[config.mk]
export PLATFORM = sky130hd
export DESIGN_NAME = cpu_if
export DESIGN_NICKNAME = d
export VERILOG_FILES = /design/src/rtl/cpu_if.sv
export SDC_FILE = /design/constraint.sdc
export NUM_CORES = 1
export LEC_CHECK = 0
export ABC_AREA = 1
export CAP_MARGIN = 40
export CELL_PAD_IN_SITES_DETAIL_PLACEMENT = 1
export CELL_PAD_IN_SITES_GLOBAL_PLACEMENT = 2
export CORE_UTILIZATION = 22
export DETAILED_ROUTE_END_ITERATION = 10
export PLACE_DENSITY_LB_ADDON = 0.1
export REMOVE_ABC_BUFFERS = 1
export SLEW_MARGIN = 20
export SYNTH_ARGS = -nofsm -noshare
export SYNTH_HDL_FRONTEND = slang
export SYNTH_SLANG_ARGS = --single-unit
[constraint.sdc]
create_clock -name clk -period 1.12 [get_ports clk]
set_input_delay 0.224 -clock clk [delete_from_list [all_inputs] [get_ports clk]]
set_output_delay 0.224 -clock clk [all_outputs]
set_load 0.02 [all_outputs]
[src/rtl/cpu_if.sv]
// Instruction-fetch stage: drives PC to instruction memory, loads IF/ID register.
// Latency: word accepted on imemValid appears in instrD/pcD/validD one clk later.
// Backpressure: stall holds IF/ID; with IF_SKID_BUFFER_EN a stalled word parks in a
//   skid register (HOLD state), otherwise it is dropped and re-fetched from the same PC.
module cpu_if (
  input  logic        clk,
  input  logic        rst_n,
  input  logic        stall,
  input  logic        branchTake,
  input  logic [15:0] pcBranch,
  output logic [15:0] imemAddr,
  output logic        imemReq,
  input  logic [15:0] imemData,
  input  logic        imemValid,
  output logic [15:0] instrD,
  output logic [15:0] pcD,
  output logic        validD,
  output logic        halted
);

`ifdef IF_SKID_BUFFER_EN
  typedef enum logic [1:0] {FETCH = 2'd0, HOLD = 2'd1, HALT = 2'd2} state_t;
`else
  typedef enum logic [1:0] {FETCH = 2'd0, HALT = 2'd2} state_t;
`endif

  localparam logic [3:0] OP_HLT = 4'hF;

  state_t      state_q;
  logic [15:0] pc_q;
  logic [15:0] instr_q;
  logic [15:0] pcd_q;
  logic        valid_q;
  logic        req_q;
  logic        halted_q;
`ifdef IF_SKID_BUFFER_EN
  logic [15:0] skid_q;
`endif

  // Address of the instruction after the current PC (16-bit wrap is intentional).
  logic [15:0] pc_inc_d;
  assign pc_inc_d = pc_q + 16'd2;

  assign imemAddr = pc_q;
  assign imemReq  = req_q;
  assign instrD   = instr_q;
  assign pcD      = pcd_q;
  assign validD   = valid_q;
  assign halted   = halted_q;

  // Fetch FSM: branch redirect first, then per-state accept / hold / bubble handling.
  always_ff @(posedge clk or negedge rst_n) begin
    if (!rst_n) begin
      state_q  <= FETCH;
      pc_q     <= 16'h0000;
      instr_q  <= 16'h0000;
      pcd_q    <= 16'h0000;
      valid_q  <= 1'b0;
      req_q    <= 1'b1;
      halted_q <= 1'b0;
`ifdef IF_SKID_BUFFER_EN
      skid_q   <= 16'h0000;
`endif
    end else if (branchTake) begin
      // Redirect squashes whatever arrives this cycle and refills from the target.
      state_q  <= FETCH;
      pc_q     <= pcBranch;
      instr_q  <= 16'h0000;
      valid_q  <= 1'b0;
      req_q    <= 1'b1;
      halted_q <= 1'b0;
    end else begin
      case (state_q)
        FETCH: begin
          if (imemValid && !stall) begin
            instr_q <= imemData;
            pcd_q   <= pc_inc_d;
            valid_q <= 1'b1;
            pc_q    <= pc_inc_d;
            if (imemData[15:12] == OP_HLT) begin
              state_q  <= HALT;
              req_q    <= 1'b0;
              halted_q <= 1'b1;
            end
          end else if (imemValid && stall) begin
`ifdef IF_SKID_BUFFER_EN
            // Park the word so it is not fetched a second time.
            skid_q  <= imemData;
            state_q <= HOLD;
            req_q   <= 1'b0;
`endif
            // Without a skid register the word is dropped; PC stays put for a re-fetch.
          end else if (!stall) begin
            instr_q <= 16'h0000;
            valid_q <= 1'b0;
          end
        end
`ifdef IF_SKID_BUFFER_EN
        HOLD: begin
          if (!stall) begin
            instr_q <= skid_q;
            pcd_q   <= pc_inc_d;
            valid_q <= 1'b1;
            pc_q    <= pc_inc_d;
            if (skid_q[15:12] == OP_HLT) begin
              state_q  <= HALT;
              halted_q <= 1'b1;
            end else begin
              state_q  <= FETCH;
              req_q    <= 1'b1;
            end
          end
        end
`endif
        HALT: begin
          // PC frozen; only a branch or reset leaves this state.
          if (!stall) begin
            instr_q <= 16'h0000;
            valid_q <= 1'b0;
          end
        end
        default: begin
          state_q  <= FETCH;
          req_q    <= 1'b1;
          halted_q <= 1'b0;
        end
      endcase
    end
  end

endmodule

* Word level (Yosys, flattened, before mapping)
Cells that the tools add are included.
** Operators by class
- Reductions and logical operators :: 11
- Add/subtract/negate cells :: 1
- Bitwise gates (word level) :: 1
- Equal/unequal tests :: 6
- Muxes and demuxes :: 25
** Operators by type and width (count)
- $mux W16 :: 7
- $pmux W16 S2 :: 1
- $add A16 B2 Y16 const B :: 1
- $mux W1 :: 10
- $mux W2 :: 3
- $ne A3 B3 Y1 const B :: 2
- $pmux W1 S2 :: 3
- $reduce_and A3 Y1 :: 2
- $eq A4 B4 Y1 const B :: 1
- $ne A4 B4 Y1 const B :: 1
- $pmux W2 S2 :: 1
- $reduce_and A2 Y1 :: 2
- $reduce_bool A2 Y1 :: 2
- $reduce_bool A3 Y1 :: 1
- $eq A2 B2 Y1 const B :: 1
- $logic_and A1 B1 Y1 :: 2
- $logic_not A2 Y1 :: 1
- $ne A2 B2 Y1 const B :: 1
- $logic_not A1 Y1 :: 1
- $not A1 Y1 :: 1
** Storage, ports and cells
- Word-level logic and storage cells :: 51
- Input bits :: 37
- Output and inout port bits :: 51
- Register bits :: 53

* Logic depth before layout (Yosys ltp)
- Depth after elaboration :: 5
- Gate-level depth with buffers :: 9
- Mapped depth without buffers :: 9

* Least setup slack after synthesis
No wires, ideal clock.
- Kind :: flip-flop to flip-flop
- Start :: reg pc_q[2], in the netlist imemAddr[2]
- End :: reg pc_q[9], in the netlist imemAddr[9]
- Period minus slack after synthesis :: 1.385 ns
- Data required time :: 1.002 ns
- Data arrival time :: 1.268 ns
- Library setup time :: 0.118 ns
- Cell stages (with the launch flop) :: 8
- Path slack :: -0.265 ns
- Path buffers :: 0
- Path through :: dfrtp_1 > ha_1 > nand2_1 > nor2_2 > nand2_1 > xor2_1 > nand2_1 > nand2_1
** On the way
- Cells in the longest elaborated chain, start to end :: 4
** Ends and longest elaborated chain
- from (decl) :: RTL line 30 : logic [15:0] pc_q;
- from (signal assigned) :: RTL line 67 : pc_q <= pcBranch;
- from (signal assigned) :: RTL line 79 : pc_q <= pc_inc_d;
- $add A16 B2 Y16 :: RTL line 42 : assign pc_inc_d = pc_q + 16'd2;
- $mux W16 :: RTL line 75 : if (imemValid && !stall) begin
- $mux W16 :: RTL line 73 : case (state_q)
- $mux W16 :: RTL line 64 : end else if (branchTake) begin
Every way passes these cells. The select of a mux whose other input is x is not followed.
A chain may end at the register's enable or synchronous reset.

* Worst setup path after layout
- Start :: reg pc_q[1], in the netlist imemAddr[1]
- End :: reg pc_q[9], in the netlist imemAddr[9]
Same word-level chain as after synthesis.

==> out/results.ini <==
[status]
outcome=finished, violations left
violations=setup timing

[layout]
drive_above_1_share_pct=42.9
finish.net_count=478
synthToLayoutAreaGrowth_pct=79.9
finalNonFillerCells=577
post-route-util_pct=41.3
seq_area_sq_um=1280
fillCellCount=1239
finalInstanceArea_sq_um=4320
antenna_cells_inserted=0
area_of_the_multi_input_gates_sq_um=1150

[die]
design.portCount=88
floorplan.die.width_um=106
die-area_sq_um=11300
floorplan.die.height_um=106
placeableCoreArea_sq_um=10500
rows=37
floorplan.initialDensity_pct=22.9

[place]
numPortBuffers=87
placed_cells_incl_taps=541
routabilityCongestion=0.734
post-dp-hpwl_um=5490
placed_area_sq_um=3740

[synth]
synthesis.area_sq_um=2400
ys_seq_area_share_pct=53.2
ys_seq_elements=51
synth_async_sr_flop_share_pct=100
synth_enable_flop_cells=0
netlist-cell-type-count=27
avgSynthCellArea_sq_um=8.42
syn_inst=285
yosysWarningCount=0
synth_flop_cell=sky130_fd_sc_hd__dfrtp_1

[setup_path]
critPathMaxStageDelay_ps=460
critical-path-slowest-cell=sky130_fd_sc_hd__dfrtp_1
worstSetupEndpointType=flop
cp-start-kind=flop
crit_path_frequent_cell=sky130_fd_sc_hd__nand2_1
worst-endpoint-required_ps=1330
timing_worst_setup_path_type=flop to flop
worst_path_dominant_cell_family=flip-flops
crit_buf_inv=0
worstPathMaxFanout=5
worst_ep_arrival_time_ps=1510
worstPathCellList=ha_4, nand2_4, nor2_4, nand2_2, xor2_1, nand2_1, nand2_1
number_of_cells_on_the_critical_path=7
worst-r2r-cell-count=7

[sta]
timing.max_slew.rel_slack_pct=80.7
drv_slew=0
report.final.hold_viol_count=0
layout_worst_path_cycle_share_pct=117
grt_setup_unrepaired=true
setup_ws_ps=-187
final_count_of_negative_setup_slack_endpoints=38
fin_skew_ps=8.02
tightest_slew_ps=290
timing.fmax_mhz=765
min_period_ps=1310
worst_hold_slack_ps=420

[drt]
drt-wirelength-per-cell_um=14.6
post_drt_via_cell_ratio=4.20
remaining_drc_errors=0
1st_iter_drt_viols=70
detail_route.wirelength_um=8400
ant_nets=0
route.vias.total=2423
first_pass_iters=4

[global_routing]
antenna_found_initial=0
grt_max_degree=52
globalRouteTotalUtil_pct=14.9
first_pass_grt_wire_length_um=13000
grt.overflow.total=0
number_of_global_route_vias_before_repair=2552

[clock_tree]
clock_sinks=51
tritoncts=done
path_clk_slew_ps=100
numCtsBuffers=5
cts_root_buf=sky130_fd_sc_hd__clkbuf_8
htree_num_levels=2
cts_buffer_depth=2
insertion_delay_ps=310

[power_and_ir_drop]
pwr_total_mw=5.44
ir_worst_vdd_mv=0.553
cellLeakagePower_nw=2.16
powerDensity_nw_per_um2=1260

[flow_run]
timing.max_cap.violations=0

[worst_hold_path]
timing.hold.worst.class=input port to asynchronous set/reset pin

[final cells by class]
class / count / area share (%)
Clock inverter: 2 / 1.39
Timing Repair Buffer: 156 / 32.6
Inverter: 29 / 3.30
Tap cell: 136 / 3.94
Sequential cell: 51 / 29.7
Clock buffer: 6 / 1.68
Multi-Input combinational cell: 194 / 26.6
Timing Repair inverter: 3 / 0.782
[worst reg2reg max path: stages, from the launching register on]
cell	delay [ps]
sky130_fd_sc_hd__dfrtp_1	460
sky130_fd_sc_hd__ha_4	200
sky130_fd_sc_hd__nand2_4	70
sky130_fd_sc_hd__nor2_4	140
sky130_fd_sc_hd__nand2_2	70
sky130_fd_sc_hd__xor2_1	140
sky130_fd_sc_hd__nand2_1	80
sky130_fd_sc_hd__nand2_1	60
[logic make-up (layout without fill, tap and decap cells)]
logic type	after synthesis	after routing	share of synthesized area, %
AOI/OAI and AO/OA	30	30	8.13
xor gates and xnor gates	5	5	1.82
adders and majority gates	1	1	0.521
buffers and inverters	40	196	8.23
DFF	51	51	53.2
and+or+nand+nor	158	158	28.1
[routing by layer]
layer / vias to the layer above / part of all wire [%] / GRT usage (%)
li1: 1213 / - / -
met1: 1153 / 47 / 20.1
met2: 53 / 48 / 24.6
met3: 4 / 3.6 / 2.51
met4: 0 / 0.95 / 4.11
met5: - / 0 / 0
[path summary, 6_finish.rpt]
check,startpoint,end,slack (ps)
max in group asynchronous,rst_n,imemReq$_DFFE_PN1P_,410
hold / removal,rst_n,instrD[2]$_DFFE_PN0P_,420
setup / recovery,imemAddr[1]$_DFFE_PN0P_,imemAddr[9]$_DFFE_PN0P_,-190
hold reg to reg,pcD[13]$_DFFE_PN0P_,pcD[13]$_DFFE_PN0P_,490
setup reg to reg,imemAddr[1]$_DFFE_PN0P_,imemAddr[9]$_DFFE_PN0P_,-190
min in group clk,pcBranch[3],imemAddr[3]$_DFFE_PN0P_,480
[flip-flops by register name, summed over array words and instances (netlist names)]
name and count:
instrD 16, pcD 16, imemReq 1, halted 1
validD 1, imemAddr 16
[cell usage in the layout (no fill, tap or decap), types with 2 or more instances in the layout]
cell | Yosys | layout
sky130_fd_sc_hd__inv_2 | 1 | 3
sky130_fd_sc_hd__nand2_4 | 1 | 4
sky130_fd_sc_hd__nor2_4 | 1 | 5
sky130_fd_sc_hd__buf_2 | 3 | 26
sky130_fd_sc_hd__bufinv_16 | 0 | 2
sky130_fd_sc_hd__clkdlybuf4s50_1 | 0 | 33
sky130_fd_sc_hd__a22oi_2 | 0 | 15
sky130_fd_sc_hd__nand4_1 | 7 | 7
sky130_fd_sc_hd__buf_12 | 0 | 7
sky130_fd_sc_hd__nand3_4 | 0 | 2
sky130_fd_sc_hd__xor2_1 | 4 | 4
sky130_fd_sc_hd__dfrtp_1 | 50 | 45
sky130_fd_sc_hd__nand3_2 | 1 | 7
sky130_fd_sc_hd__nor2_2 | 2 | 2
sky130_fd_sc_hd__dlygate4sd2_1 | 0 | 2
sky130_fd_sc_hd__nand2_2 | 0 | 9
sky130_fd_sc_hd__buf_6 | 5 | 34
sky130_fd_sc_hd__buf_4 | 1 | 53
sky130_fd_sc_hd__nand3_1 | 15 | 7
sky130_fd_sc_hd__dfrtp_2 | 0 | 5
sky130_fd_sc_hd__nor2_1 | 27 | 23
sky130_fd_sc_hd__inv_8 | 0 | 4
sky130_fd_sc_hd__nand2_1 | 102 | 90
sky130_fd_sc_hd__o21ai_0 | 11 | 9
sky130_fd_sc_hd__o211ai_1 | 2 | 2
sky130_fd_sc_hd__inv_1 | 27 | 24
sky130_fd_sc_hd__clkbuf_8 | 0 | 5
[repair_timing]
item	in CTS	in global routing
setup buffers	6	21
gates resized for setup	252	90
endpoints found under the setup margin	98	69
gates cloned	2	1
hold endpoints to repair	50	0
hold buffers	1	0
pin swaps	6	29
[report_power, final]
group / switching, mW / internal (mW) / leakage, nW / total (mW)
clock network: 0.661 / 0.894 / 0.0654 / 1.56
registers: 0.146 / 2.04 / 0.648 / 2.18
logic: 0.858 / 0.846 / 1.45 / 1.70
[Yosys cell counts, types with 2 or more instances]
master                     count  area [sq um]
sky130_fd_sc_hd__inv_1        27           101
sky130_fd_sc_hd__nor2_2        2          12.5
sky130_fd_sc_hd__a22oi_1      16           120
sky130_fd_sc_hd__buf_2         3          15.0
sky130_fd_sc_hd__buf_6         5          56.3
sky130_fd_sc_hd__xor2_1        4          35.0
sky130_fd_sc_hd__nand2_1     102           383
sky130_fd_sc_hd__o211ai_1      2          15.0
sky130_fd_sc_hd__nor2_1       27           101
sky130_fd_sc_hd__nand3_1      15          75.1
sky130_fd_sc_hd__dfrtp_1      50          1250
sky130_fd_sc_hd__nand4_1       7          43.8
sky130_fd_sc_hd__o21ai_0      11          55.1
[metrics by stage]
stage	setup WS (ps)	TNS, ps
after CTS	-175	-3730
after global placement	-474	-24250
after global routing	-315	-8050
after floorplan	-265	-4080
final	-187	-4340
after detailed placement	-500	-24930
Power figures use the tool's default switching activity.
==> RTL edit 1, RTL diff (same settings) <==
The option `IF_SKID_BUFFER_EN` is turned on by a define.
--- a/src/rtl/cpu_if.sv
+++ b/src/rtl/cpu_if.sv
@@ -3,4 +3,6 @@
 // Backpressure: stall holds IF/ID; with IF_SKID_BUFFER_EN a stalled word parks in a
 //   skid register (HOLD state), otherwise it is dropped and re-fetched from the same PC.
+`define IF_SKID_BUFFER_EN
+
 module cpu_if (
   input  logic        clk,
Check against the original RTL: not equivalent (Yosys sat finds a counterexample within 4 cycles, from zero or initial values and one cycle with rst_n low).
==> RTL edit 1 against the unedited design <==
- the run still ends with negative setup slack left
- first-iteration DRC count grew to 2.6 times the old value
- total power grew to 3.3 times the old value
- clock power grew 79%
- worst setup slack lost 0.31 ns
- synthesized area grew 62%
- sequential cell count grew 18
- wire length grew 73%
- cell area grew 52%
- largest cell class is now multi-input gates
- highest routed layer unchanged
==> RTL edit 1: results (changes against the unedited design) <==
cp_max_fo: 4  # was 5
dpl.cell_count: 907  # was 541
p_leak_nw: 3.134  # was 2.160 nW
drt_iter0_markers: 181  # was 70
clkTransAtPathRegs_ns: 0.06  # was 0.10 ns
clk_latency_ns: 0.33  # was 0.31 ns
crit_arrival_ns: 1.87  # was 1.51 ns
rr_worst_depth: 12  # was 7
hold_ws_ns: 0.4122  # was 0.4203 ns
peakVddDrop_mv: 0.9284  # was 0.5534 mV
finalSetupTns_ns: -28.23  # was -4.345 ns
globalplace.congestion: 0.7518  # was 0.7339
status: "finished, violations left"  # unchanged
vias: 4219  # was 2423
dp_hpwl_mm: 9.812  # was 5.488 mm
avgRoutedWirePerCell_um: 15.39  # was 14.56 um
wirelength_mm: 14.54  # was 8.402 mm
ys_types: 30  # was 27
netlist.top_cell.by_area: "dfrtp_1"  # unchanged
setup_slack_ns: -0.4957  # was -0.1873 ns
fillerInstances: 2058  # was 1239
htreeDepth: 3  # was 2
seq_area_frac_synth_pct: 44.41  # was 53.20%
nNetsFinal: 758  # was 478
first_pass_iters: 4  # unchanged
violations: "negative setup slack"  # unchanged
synth_area_leaders: "dfrtp_1 44%, nand2_1 16%, o21ai_0 7.8%, nand3_1 4.6%, nor2_1 3.8%"  # was dfrtp_1 52%, nand2_1 16%, a22oi_1 5.0%, inv_1 4.2%, nor2_1 4.2%
grt_pass1_vias: 4494  # was 2552
r2r-start: "state_q[1]"  # was imemAddr[1]
tritoncts.num_buffers: 9  # was 5
drive_gt1_share_pct: 36.94  # was 42.86%
r2r-end: "state_q[0]"  # was imemAddr[9]
skew_ns: 0.004185  # was 0.008018 ns
setup_viol_count_final: 82  # was 38
worst_pin_slew_ns: 0.3084  # was 0.2897 ns
cts_root_buffer: "clkbuf_16"  # was clkbuf_8
grt_first_pass_wirelength_mm: 23.57  # was 13.03 mm
netlist_instances: 521  # was 285
port_buffers: 87  # unchanged
track_usage_pct: 16.93  # was 14.94%
p_int_mw: 10.62  # was 3.779 mW
synth_common_cells: "171 x nand2_1, 68 x dfrtp_1, 61 x o21ai_0"  # was 102 x nand2_1, 50 x dfrtp_1, 27 x inv_1, 27 x nor2_1, 16 x a22oi_1
RTL edit 1: cell count changes in the layout (fill, tap and decap cells not counted), moves of 19 or more:
cell,before,now
nand2_1,90,160
buf_4,53,108
o21ai_0,9,37
nand3_1,7,32
buf_2,26,5
o21ai_1,1,20
RTL edit 1: through the flow:
step	area (sq um)	setup slack [ns]	utilization (%)	total power, mW
5_1_grt	6586	-0.5744	38.08	19.15
2_1_floorplan	3739	-1.079	-	8.443
3_5_place_dp	5764	-0.7209	33.33	13.53
6_report	6586	-0.4957	38.08	17.82
3_3_place_gp	5764	-0.6770	33.33	13.32
4_1_cts	6259	-0.5042	36.18	17.10
RTL edit 1: routing by layer:
metal,track usage (%),wire [um],vias to the layer above
met2,29.84,7354,81
met3,2.365,512,7
met4,4.869,126,0
li1,-,-,2089
met1,21.39,6550,2042
met5,0,0,-
RTL edit 1: worst max-delay path by stage:
stage / slack [ns] / cells past startpoint / start / to
floorplan: -1.08 / 7 / state_q[0] / instrD[0]
global placement: -0.68 / 10 / stall / state_q[1]
detailed placement: -0.72 / 10 / stall / state_q[0]
CTS: -0.50 / 10 / state_q[0] / pcD[9]
global route: -0.57 / 12 / state_q[1] / state_q[0]
finish: -0.50 / 12 / state_q[1] / state_q[0]
RTL edit 1: final cells by class:
cell class,instances,area [sq um],share of cell area (%)
clock buffer,13,240.2,3.647
tap,225,281.5,4.274
inverter,42,177.7,2.698
multi-input combinational,384,2103,31.93
timing repair buffer,210,2012,30.55
clock inverter,2,35.03,0.5319
sequential,69,1737,26.37
RTL edit 1: timing repair:
item / 4_1_cts / 5_1_grt
buffers inserted: 10 / 11
pin swaps: 12 / 11
setup endpoints to repair: 119 / 112
resized for setup: 326 / 83
hold buffers: 1 / 0
cloned: 2 / 0
endpoints found under the hold margin: 68 / 0
RTL edit 1: kinds of logic (layout without fill, tap and decap cells):
group                    count (synthesis)  in the layout  share of synthesized area (%)
flip-flops                              69             69                          44.41
AO/OA/AOI/OAI                          106            106                          15.60
buffers and inverters                   68            267                          8.103
adder cells (fa/ha/maj)                  5              5                          1.608
AND/OR/NAND/NOR                        266            266                          28.71
XOR/XNOR                                 7              7                          1.576
RTL edit 1: worst max-delay path, stage by stage (launching register included):
cell	delay, ns
dfrtp_1	0.39
inv_2	0.09
buf_6	0.12
ha_4	0.14
inv_4	0.05
nor2_4	0.12
buf_4	0.13
buf_6	0.08
buf_6	0.10
nand3_4	0.09
nand2_4	0.11
nand2_1	0.06
o21ai_1	0.08
RTL edit 1: power groups by stage:
stage / Combinational, mW / Sequential (mW) / Clock (mW)
floorplan: 2.98 / 5.46 / 0
global placement: 8.84 / 4.48 / 0
detailed placement: 9.05 / 4.48 / 0
CTS: 9.66 / 4.55 / 2.89
global route: 11.4 / 4.76 / 2.98
finish: 10.4 / 4.61 / 2.79
==> RTL edit 2, RTL diff (same settings) <==
Without the edit above. Make the reset (`rst_n`) synchronous in one clocked block.
--- a/src/rtl/cpu_if.sv
+++ b/src/rtl/cpu_if.sv
@@ -50,5 +50,5 @@
 
   // Fetch FSM: branch redirect first, then per-state accept / hold / bubble handling.
-  always_ff @(posedge clk or negedge rst_n) begin
+  always_ff @(posedge clk) begin
     if (!rst_n) begin
       state_q  <= FETCH;
Formal check against the unedited RTL: differs if rst_n is asserted again (counterexample within 4 cycles, from zero or initial values and one cycle with rst_n low); with rst_n held inactive, the same outputs for 10 cycles.
==> RTL edit 2 against the unedited design <==
- the run still ends with negative setup slack left
- worst setup slack better by 0.028 ns
- register-to-register slack improved by 0.05 ns
- wire length shrank 6.8%
- first-iteration DRC count is 70% lower
- synthesized area fell by 8.6%
- clock skew up 0.0045 ns
- sequential cell count stayed put
- cell area decreased by 6.3%
Power is not compared: it rests on default switching activity, and its combinational part moved more than twofold at a synthesized area within 25%.
==> RTL edit 2: results (changes against the unedited design) <==
clock_path_buffers: 2  # unchanged
hold_ws_ns: 0.4573  # was 0.4203 ns
wl_met3_um: 361  # was 300 um
clkPwrFrac_pct: 33.5
fillerInstances: 1215  # was 1239
grt_use_met1_pct: 18.82  # was 20.13%
synth_common_cells: "111 x nand2_1, 51 x dfxtp_1, 44 x a21oi_1"  # was 102 x nand2_1, 50 x dfrtp_1, 27 x inv_1, 27 x nor2_1, 16 x a22oi_1
drt_iter0_markers: 21  # was 70
min_path_type: "flip-flop to flip-flop"  # was primary input to asynchronous set/reset pin
grt_max_degree: 32  # was 52
clkTransAtPathRegs_ns: 0.10  # about the same
first_pass_iters: 4  # unchanged
crit_end: "imemAddr[1]"  # was imemAddr[9]
wirelength_mm: 7.827  # was 8.402 mm
ff2ff_setup_slack_ns: -0.14  # was -0.19 ns
pre_cts_ws_ns: -0.4704  # was -0.4995 ns
setup_slack_ns: -0.1596  # was -0.1873 ns
seq_area_frac_synth_pct: 46.52  # was 53.20%
r2r-start: "imemAddr[8]"  # was imemAddr[1]
yosys_warnings: 0  # unchanged
dp_hpwl_mm: 5.495  # was 5.488 mm
avgRoutedWirePerCell_um: 13.49  # was 14.56 um
critPathLaunch: "imemAddr[1]"  # unchanged
peakVddDrop_mv: 0.5445
violations: "negative setup slack"  # unchanged
grt_use_met3_pct: 2.394  # was 2.514%
synth_area_leaders: "dfxtp_1 47%, nand2_1 19%, a21oi_1 10%, inv_1 5.0%, nand3_1 2.7%"  # was dfrtp_1 52%, nand2_1 16%, a22oi_1 5.0%, inv_1 4.2%, nor2_1 4.2%
placed_cell_area_sq_um: 3556  # was 3744 sq um
setup_viol_count_final: 50  # was 38
relSlewSlack_pct: 76.03  # was 80.68%
skew_ns: 0.01249  # was 0.008018 ns
grt_first_pass_wirelength_mm: 12.19  # was 13.03 mm
port_buffers: 87  # unchanged
r2r-end: "imemAddr[12]"  # was imemAddr[9]
track_usage_pct: 15.34  # was 14.94%
async_flop_share_pct: 0  # was 100.0%
finalSetupTns_ns: -4.147  # was -4.345 ns
drive_gt1_share_pct: 46.53  # was 42.86%
cp_max_fo: 3  # was 5
globalplace.congestion: 0.7446  # was 0.7339
ys.flop_type: "dfxtp_1"  # was dfrtp_1
status: "finished, violations left"  # unchanged
grt_pass1_vias: 2521  # was 2552
nNetsFinal: 484  # was 478
routed_via_density: 4.233  # was 4.199
netlist_instances: 307  # was 285
tritoncts.num_buffers: 5  # unchanged
dpl.cell_count: 559  # was 541
wl_met2_mm: 3.820  # was 4.034 mm
hp-start: "imemReq"
wl_met1_mm: 3.541  # was 3.986 mm
groute.layer.met2.usage_pct: 27.44  # was 24.63%
ys_types: 24  # was 27
==> RTL edit 2: cell type report <==
type / instances / area (sq um) / area share [%]
multi-input cells: 213 / 1335 / 32.99
clock buffers: 5 / 68.82 / 1.701
repair buffers: 143 / 1236 / 30.55
inverters: 32 / 135.1 / 3.340
well taps: 133 / 166.4 / 4.113
flip-flops and latches: 51 / 1057 / 26.13
clock inverters: 3 / 47.55 / 1.175
==> RTL edit 2: critical path, cell delays in order, from the launching register on <==
cell and delay [ns]:
dfxtp_4 0.37, buf_6 0.12, buf_4 0.12, buf_6 0.12
==> RTL edit 2: logic make-up after synthesis <==
group           count (synthesis)  share of synthesized area [%]
buf+inv                        44                          8.608
compound gates                 59                          13.74
flops                          51                          46.52
simple gates                  147                          28.56
xor+xnor                        5                          1.996
fa+ha+maj                       1                         0.5700
==> RTL edit 2: timing repair <==
item,4_1_cts,5_1_grt
gates cloned,2,1
resized for setup,278,87
buffers inserted,6,7
pin swaps,15,33
endpoints found under the setup margin,101,59
